===== config.mk =====
export PLATFORM = sky130hd
export DESIGN_NAME = gift_effect_ctrl
export DESIGN_NICKNAME = d
export VERILOG_FILES = /design/src/rtl/gift_effect_ctrl.sv
export SDC_FILE = /design/constraint.sdc
export NUM_CORES = 1
export LEC_CHECK = 0
export ABC_AREA = 1
export CAP_MARGIN = 20
export CORE_UTILIZATION = 56
export DETAILED_ROUTE_END_ITERATION = 10
export GPL_TIMING_DRIVEN = 0
export PLACE_DENSITY = 0.79
export SKIP_LAST_GASP = 1
export SYNTH_ARGS = -nofsm -noshare
export SYNTH_HDL_FRONTEND = slang
export SYNTH_SLANG_ARGS = --single-unit

===== constraint.sdc =====
create_clock -name clock -period 2 [get_ports clock]
set_clock_uncertainty 0.05 [all_clocks]
set_input_delay 0.3 -clock clock [delete_from_list [all_inputs] [get_ports clock]]
set_output_delay 0.3 -clock clock [all_outputs]
set_load 0.05 [all_outputs]

===== src/rtl/gift_effect_ctrl.sv =====
// Gift effect controller: turns caught-gift events into paddle/ball game-state effects.
// Optional build macro GIFT_STATS_EN enables the saturating applied-gift counter (gift_count).
//
// state | meaning
// IDLE  | buffer empty, ready for a catch
// LATCH | kind captured, decoding into one-hot effect vector
// APPLY | effect vector applied to game state, buffer released
module gift_effect_ctrl #(
    parameter int PD_BASE    = 40,
    parameter int PD_STEP    = 8,
    parameter int HID_FRAMES = 300,
    parameter int SOT_FRAMES = 600,
    parameter int TMR_W      = 10
) (
    input  logic       clock,
    input  logic       reset,
    input  logic       catch,
    input  logic [2:0] kind,
    input  logic       lost,
    input  logic       frame_tick,
    output logic       ready,
    output logic [9:0] pd_size,
    output logic [1:0] speed_lvl,
    output logic       hidden,
    output logic       shoot,
    output logic       drop_req,
    output logic       multi_req,
    output logic [7:0] gift_count
);

    typedef enum logic [1:0] {IDLE, LATCH, APPLY} state_t;

    state_t             state, state_nxt;
    logic [2:0]         kind_buf;
    logic [7:0]         eff;
    logic [2:0]         width_lvl;
    logic [TMR_W-1:0]   timer_h, timer_s, timer_h_nxt, timer_s_nxt;
    logic               apply_en;

    always_ff @(posedge clock or negedge reset) begin
        if (!reset) state <= IDLE;
        else        state <= state_nxt;
    end

    always_comb begin
        state_nxt = state;
        case (state)
            IDLE:    if (catch) state_nxt = LATCH;
            LATCH:   state_nxt = APPLY;
            APPLY:   state_nxt = IDLE;
            default: state_nxt = IDLE;
        endcase
        if (lost) state_nxt = IDLE;
    end

    assign ready    = (state == IDLE);
    assign apply_en = (state == APPLY) && !lost;
    assign pd_size  = 10'(PD_BASE) + 10'(PD_STEP) * 10'(width_lvl);

    // eff bit index equals the gift kind code (INC=0 ... MUL=7)
    always_ff @(posedge clock or negedge reset) begin
        if (!reset) begin
            kind_buf <= 3'd0;
            eff      <= 8'd0;
        end else if (lost) begin
            kind_buf <= 3'd0;
            eff      <= 8'd0;
        end else begin
            if (state == IDLE && catch) kind_buf <= kind;
            if (state == LATCH)         eff <= 8'd1 << kind_buf;
            else if (state == APPLY)    eff <= 8'd0;
        end
    end

    // Reload takes precedence over a coincident frame tick.
    always_comb begin
        timer_h_nxt = timer_h;
        timer_s_nxt = timer_s;
        if (lost) begin
            timer_h_nxt = '0;
            timer_s_nxt = '0;
        end else begin
            if (apply_en && eff[4])                 timer_h_nxt = TMR_W'(HID_FRAMES);
            else if (frame_tick && timer_h != '0)   timer_h_nxt = timer_h - TMR_W'(1);
            if (apply_en && eff[5])                 timer_s_nxt = TMR_W'(SOT_FRAMES);
            else if (frame_tick && timer_s != '0)   timer_s_nxt = timer_s - TMR_W'(1);
        end
    end

    always_ff @(posedge clock or negedge reset) begin
        if (!reset) begin
            width_lvl <= 3'd2;
            speed_lvl <= 2'd1;
            timer_h   <= '0;
            timer_s   <= '0;
            hidden    <= 1'b0;
            shoot     <= 1'b0;
            drop_req  <= 1'b0;
            multi_req <= 1'b0;
        end else begin
            timer_h   <= timer_h_nxt;
            timer_s   <= timer_s_nxt;
            hidden    <= (timer_h_nxt != '0);
            shoot     <= (timer_s_nxt != '0);
            drop_req  <= apply_en && eff[6];
            multi_req <= apply_en && eff[7];
            if (lost) begin
                width_lvl <= 3'd2;
                speed_lvl <= 2'd1;
            end else if (apply_en) begin
                if (eff[0] && width_lvl != 3'd4)  width_lvl <= width_lvl + 3'd1;
                if (eff[1] && width_lvl != 3'd0)  width_lvl <= width_lvl - 3'd1;
                if (eff[2] && speed_lvl != 2'd3)  speed_lvl <= speed_lvl + 2'd1;
                if (eff[3] && speed_lvl != 2'd0)  speed_lvl <= speed_lvl - 2'd1;
            end
        end
    end

`ifdef GIFT_STATS_EN
    logic [7:0] gift_cnt;

    always_ff @(posedge clock or negedge reset) begin
        if (!reset)                            gift_cnt <= 8'd0;
        else if (apply_en && gift_cnt != 8'hFF) gift_cnt <= gift_cnt + 8'd1;
    end

    assign gift_count = gift_cnt;
`else
    assign gift_count = 8'd0;
`endif

endmodule


==> flow_metrics.py <==
metrics = {
    "outcome": {
        "status": "finished clean",
    },
    "power_and_ir_drop": {
        "seqPwrFrac_pct": 27.7,
        "power_density_nw_per_um2": 1450,
        "ir_worst_vdd_v": 0.000781,
        "comb_power_share_pct": 56.3,
        "sw_frac_of_total_pct": 47.1,
        "clkPwrFrac_pct": 16.0,
        "p_int_mw": 2.32,
        "p_leak_nw": 1.65,
        "switching_power_mw": 2.07,
    },
    "place": {
        "port_buffers": 16,
        "pre_cts_slack_ns": -0.0221,
        "post-dp-hpwl_um": 3870,
        "gp_congestion": 0.856,
        "place_inst": 425,
    },
    "synthesis": {
        "synth-simple-area-share_pct": 35.3,
        "synthCells": 343,
        "synth.distinct_cells": 34,
        "synth-xor-area-share_pct": 2.35,
        "yosysSeqAreaShare_pct": 40.3,
        "synthMuxAreaShare_pct": 0,
        "synth_area_sq_um": 2610,
        "yosysWarnings": 0,
        "synth_top_family_by_area": "simple AND/OR/NAND/NOR gates",
        "synth-compound-area-share_pct": 6.85,
        "avgSynthCellArea_sq_um": 7.62,
        "yosys_register_bits": 42,
        "synthAdderAreaFrac_pct": 2.68,
        "yosys_most_used_dff": "dfrtp_1",
        "ys_async_sr_fraction_pct": 100,
        "synth-edff-count": 0,
    },
    "route": {
        "wl_per_cell_um": 12.0,
        "drt-pass1-iter-count": 4,
        "post-route-drc-count": 0,
        "drtIter0Drc": 164,
        "via_count": 2247,
        "vias_per_cell": 5.18,
        "drt_wl_total_um": 5230,
        "detail-route-antenna-nets": 0,
    },
    "global_routing": {
        "grt_pass1_wl_um": 8980,
        "grt_pass1_vias": 2064,
        "grt-ovfl-total": 0,
        "grt_max_degree": 26,
        "grtUsageTotal_pct": 23.6,
        "antenna_found_initial": 0,
    },
    "timing": {
        "min_period_ns": 1.93,
        "worstMarginPinSlew_ns": 0.612,
        "rsz0062_at_grt": "yes",
        "final_hold_viol_count": 0,
        "relSlewSlack_pct": 59.2,
        "timing.final.crit_share_pct": 96.3,
        "worst_slack_ns": 0.0733,
        "slew_viol_final": 0,
        "clock.fmax_mhz": 519,
        "final-setup-viol-count": 0,
    },
    "clock_tree": {
        "cts_max_path_buffers": 2,
        "h-tree-depth": 2,
        "clk_pin_slew_ns": 0.08,
        "root_buffer": "clkbuf_8",
        "numCtsBuffers": 5,
        "cts_setup_buffers": 0,
        "cts_tree": "done",
        "clock_latency_ns": 0.30,
        "clock_sinks": 42,
    },
    "die": {
        "die_area_sq_um": 4940,
        "die_w_um": 70.3,
        "io_pins": 33,
        "start_util_pct": 59.2,
        "core_sq_um": 4410,
        "fp.dieH_um": 70.3,
        "row_count": 24,
    },
    "critical_path": {
        "arrival_ns": 1.58,
        "path_buf_inv": 2,
        "endpoint_kind": "primary output",
        "crit_chain": "inv_1 -> o21ai_1 -> dlygate4sd2_1",
        "crit_fanout": 4,
        "start_kind": "flop",
        "crit_type": "flop to primary output",
        "cp_slowest_cell": "dfstp_2",
        "crit_family": "buffers and inverters",
        "slowest_delay_ns": 0.54,
        "worstPathRequired_ns": 1.65,
    },
    "cells_and_area": {
        "diodes": 0,
        "regArea_sq_um": 1050,
        "final_cells": 434,
        "nets": 394,
        "multi_input_area_sq_um": 1290,
        "syn2layout_area_growth_pct": 15.6,
        "nFillCells": 372,
        "final_layout_size_suffix_gt1_share_pct": 17.0,
    },
    "run": {
        "max_cap_violations": 0,
    },
    "hold_path": {
        "hp-class": "primary input to flop",
    },
}
## state kept, by name, summed over array words and instances, names as in the netlist, 2 cells and up
register,count
timer_h,10
timer_s,10
eff,8
kind_buf,3
width_lvl,3
speed_lvl,2
state,2
## final cells by class
type,instances,area share [%]
Inverter,51,6.55
Sequential cell,42,34.9
Clock inverter,1,0.995
Timing Repair Buffer,18,5.64
Buffer,18,4.23
Clock buffer,7,2.86
Tap cell,52,2.15
Multi-Input combinational cell,245,42.7
## final timing paths
check                      slack, ns  cells after the start            to         start
max                             0.07                      3    pd_size[6]  width_lvl[1]
min                             0.22                      2    timer_s[8]          lost
max reg2reg                     0.14                     11         shoot    timer_s[0]
min reg2reg                     0.46                      2     multi_req        eff[7]
max in group asynchronous       0.91                      3  width_lvl[1]         reset
min in group asynchronous       0.44                      2      state[1]         reset
## logic make-up (layout without fill, tap and decap cells)
family | after synthesis | count (layout)
buffers and inverters | 69 | 95
adder cells (fa/ha/maj) | 5 | 5
AO/OA/AOI/OAI | 30 | 30
flip-flops | 42 | 42
AND/OR/NAND/NOR | 189 | 189
other | 1 | 14
XOR/XNOR | 7 | 7
## cells in the mapped netlist, types with 5 or more instances
library cell / instances / share of area, %
nand2_1: 91 / 13
nand3b_1: 5 / 1.4
nand3_1: 31 / 5.9
nor2_1: 30 / 4.3
dfrtp_1: 40 / 38
nor2_2: 6 / 1.4
nand4_1: 5 / 1.2
inv_1: 48 / 6.9
buf_4: 15 / 4.3
nand2_2: 7 / 1.7
xnor2_1: 6 / 2.0
o22ai_1: 5 / 1.2
o21ai_0: 15 / 2.9
## metal layers
layer | part of all wire [%] | up-vias | track usage, % | routed length [um]
li1 | - | 1128 | - | -
met5 | 0 | - | 0 | 0
met2 | 51 | 69 | 40.2 | 2650
met4 | 1.6 | 0 | 10.2 | 86
met1 | 43 | 1041 | 29.5 | 2240
met3 | 4.7 | 9 | 3.75 | 247
## power groups by stage
stage          Sequential, mW  Clock [mW]  Combinational, mW
2_1_floorplan            1.24           0               1.99
6_report                 1.21       0.700               2.47
3_3_place_gp             1.22           0               2.40
5_1_grt                  1.24       0.747               2.77
3_5_place_dp             1.22           0               2.46
4_1_cts                  1.21       0.714               2.47
## per-stage QoR
stage	power (mW)	instance area, sq um	hold slack (ns)	TNS [ns]	utilization (%)
after CTS	4.39	3030	0.216	-0.0829	68.5
after floorplan	3.24	2670	-0.0456	0	-
final	4.38	3020	0.216	0	68.4
after global placement	3.62	2890	0.441	-19.58	65.5
after detailed placement	3.68	2910	0.220	-0.0221	65.8
after global routing	4.75	3020	0.223	-0.0430	68.4
## layout by cell type, fill, tap and decap left out, types with 2 or more instances in the layout
cell | netlist | layout
a21oi_1 | 3 | 3
buf_2 | 3 | 4
buf_4 | 15 | 15
clkbuf_2 | 0 | 2
clkbuf_8 | 0 | 6
clkdlybuf4s50_1 | 0 | 9
conb_1 | 1 | 14
dfrtp_1 | 40 | 40
dfstp_2 | 2 | 2
dlygate4sd2_1 | 0 | 4
ha_1 | 4 | 3
inv_1 | 48 | 46
inv_2 | 2 | 3
nand2_1 | 91 | 91
nand2_2 | 7 | 7
nand2_4 | 4 | 4
nand3_1 | 31 | 31
nand3_2 | 4 | 4
nand3b_1 | 5 | 5
nand4_1 | 5 | 5
nor2_1 | 30 | 30
nor2_2 | 6 | 6
nor2_4 | 3 | 3
o21ai_0 | 15 | 14
o21bai_1 | 2 | 2
o22ai_1 | 5 | 5
xnor2_1 | 6 | 6
## what timing repair did
item                                    CTS  global route
hold buffers                              1             0
resized for setup                         7             5
endpoints found under the setup margin    6             4
hold endpoints to repair                 17             0
Note: power is estimated with default switching activity, not from simulation.
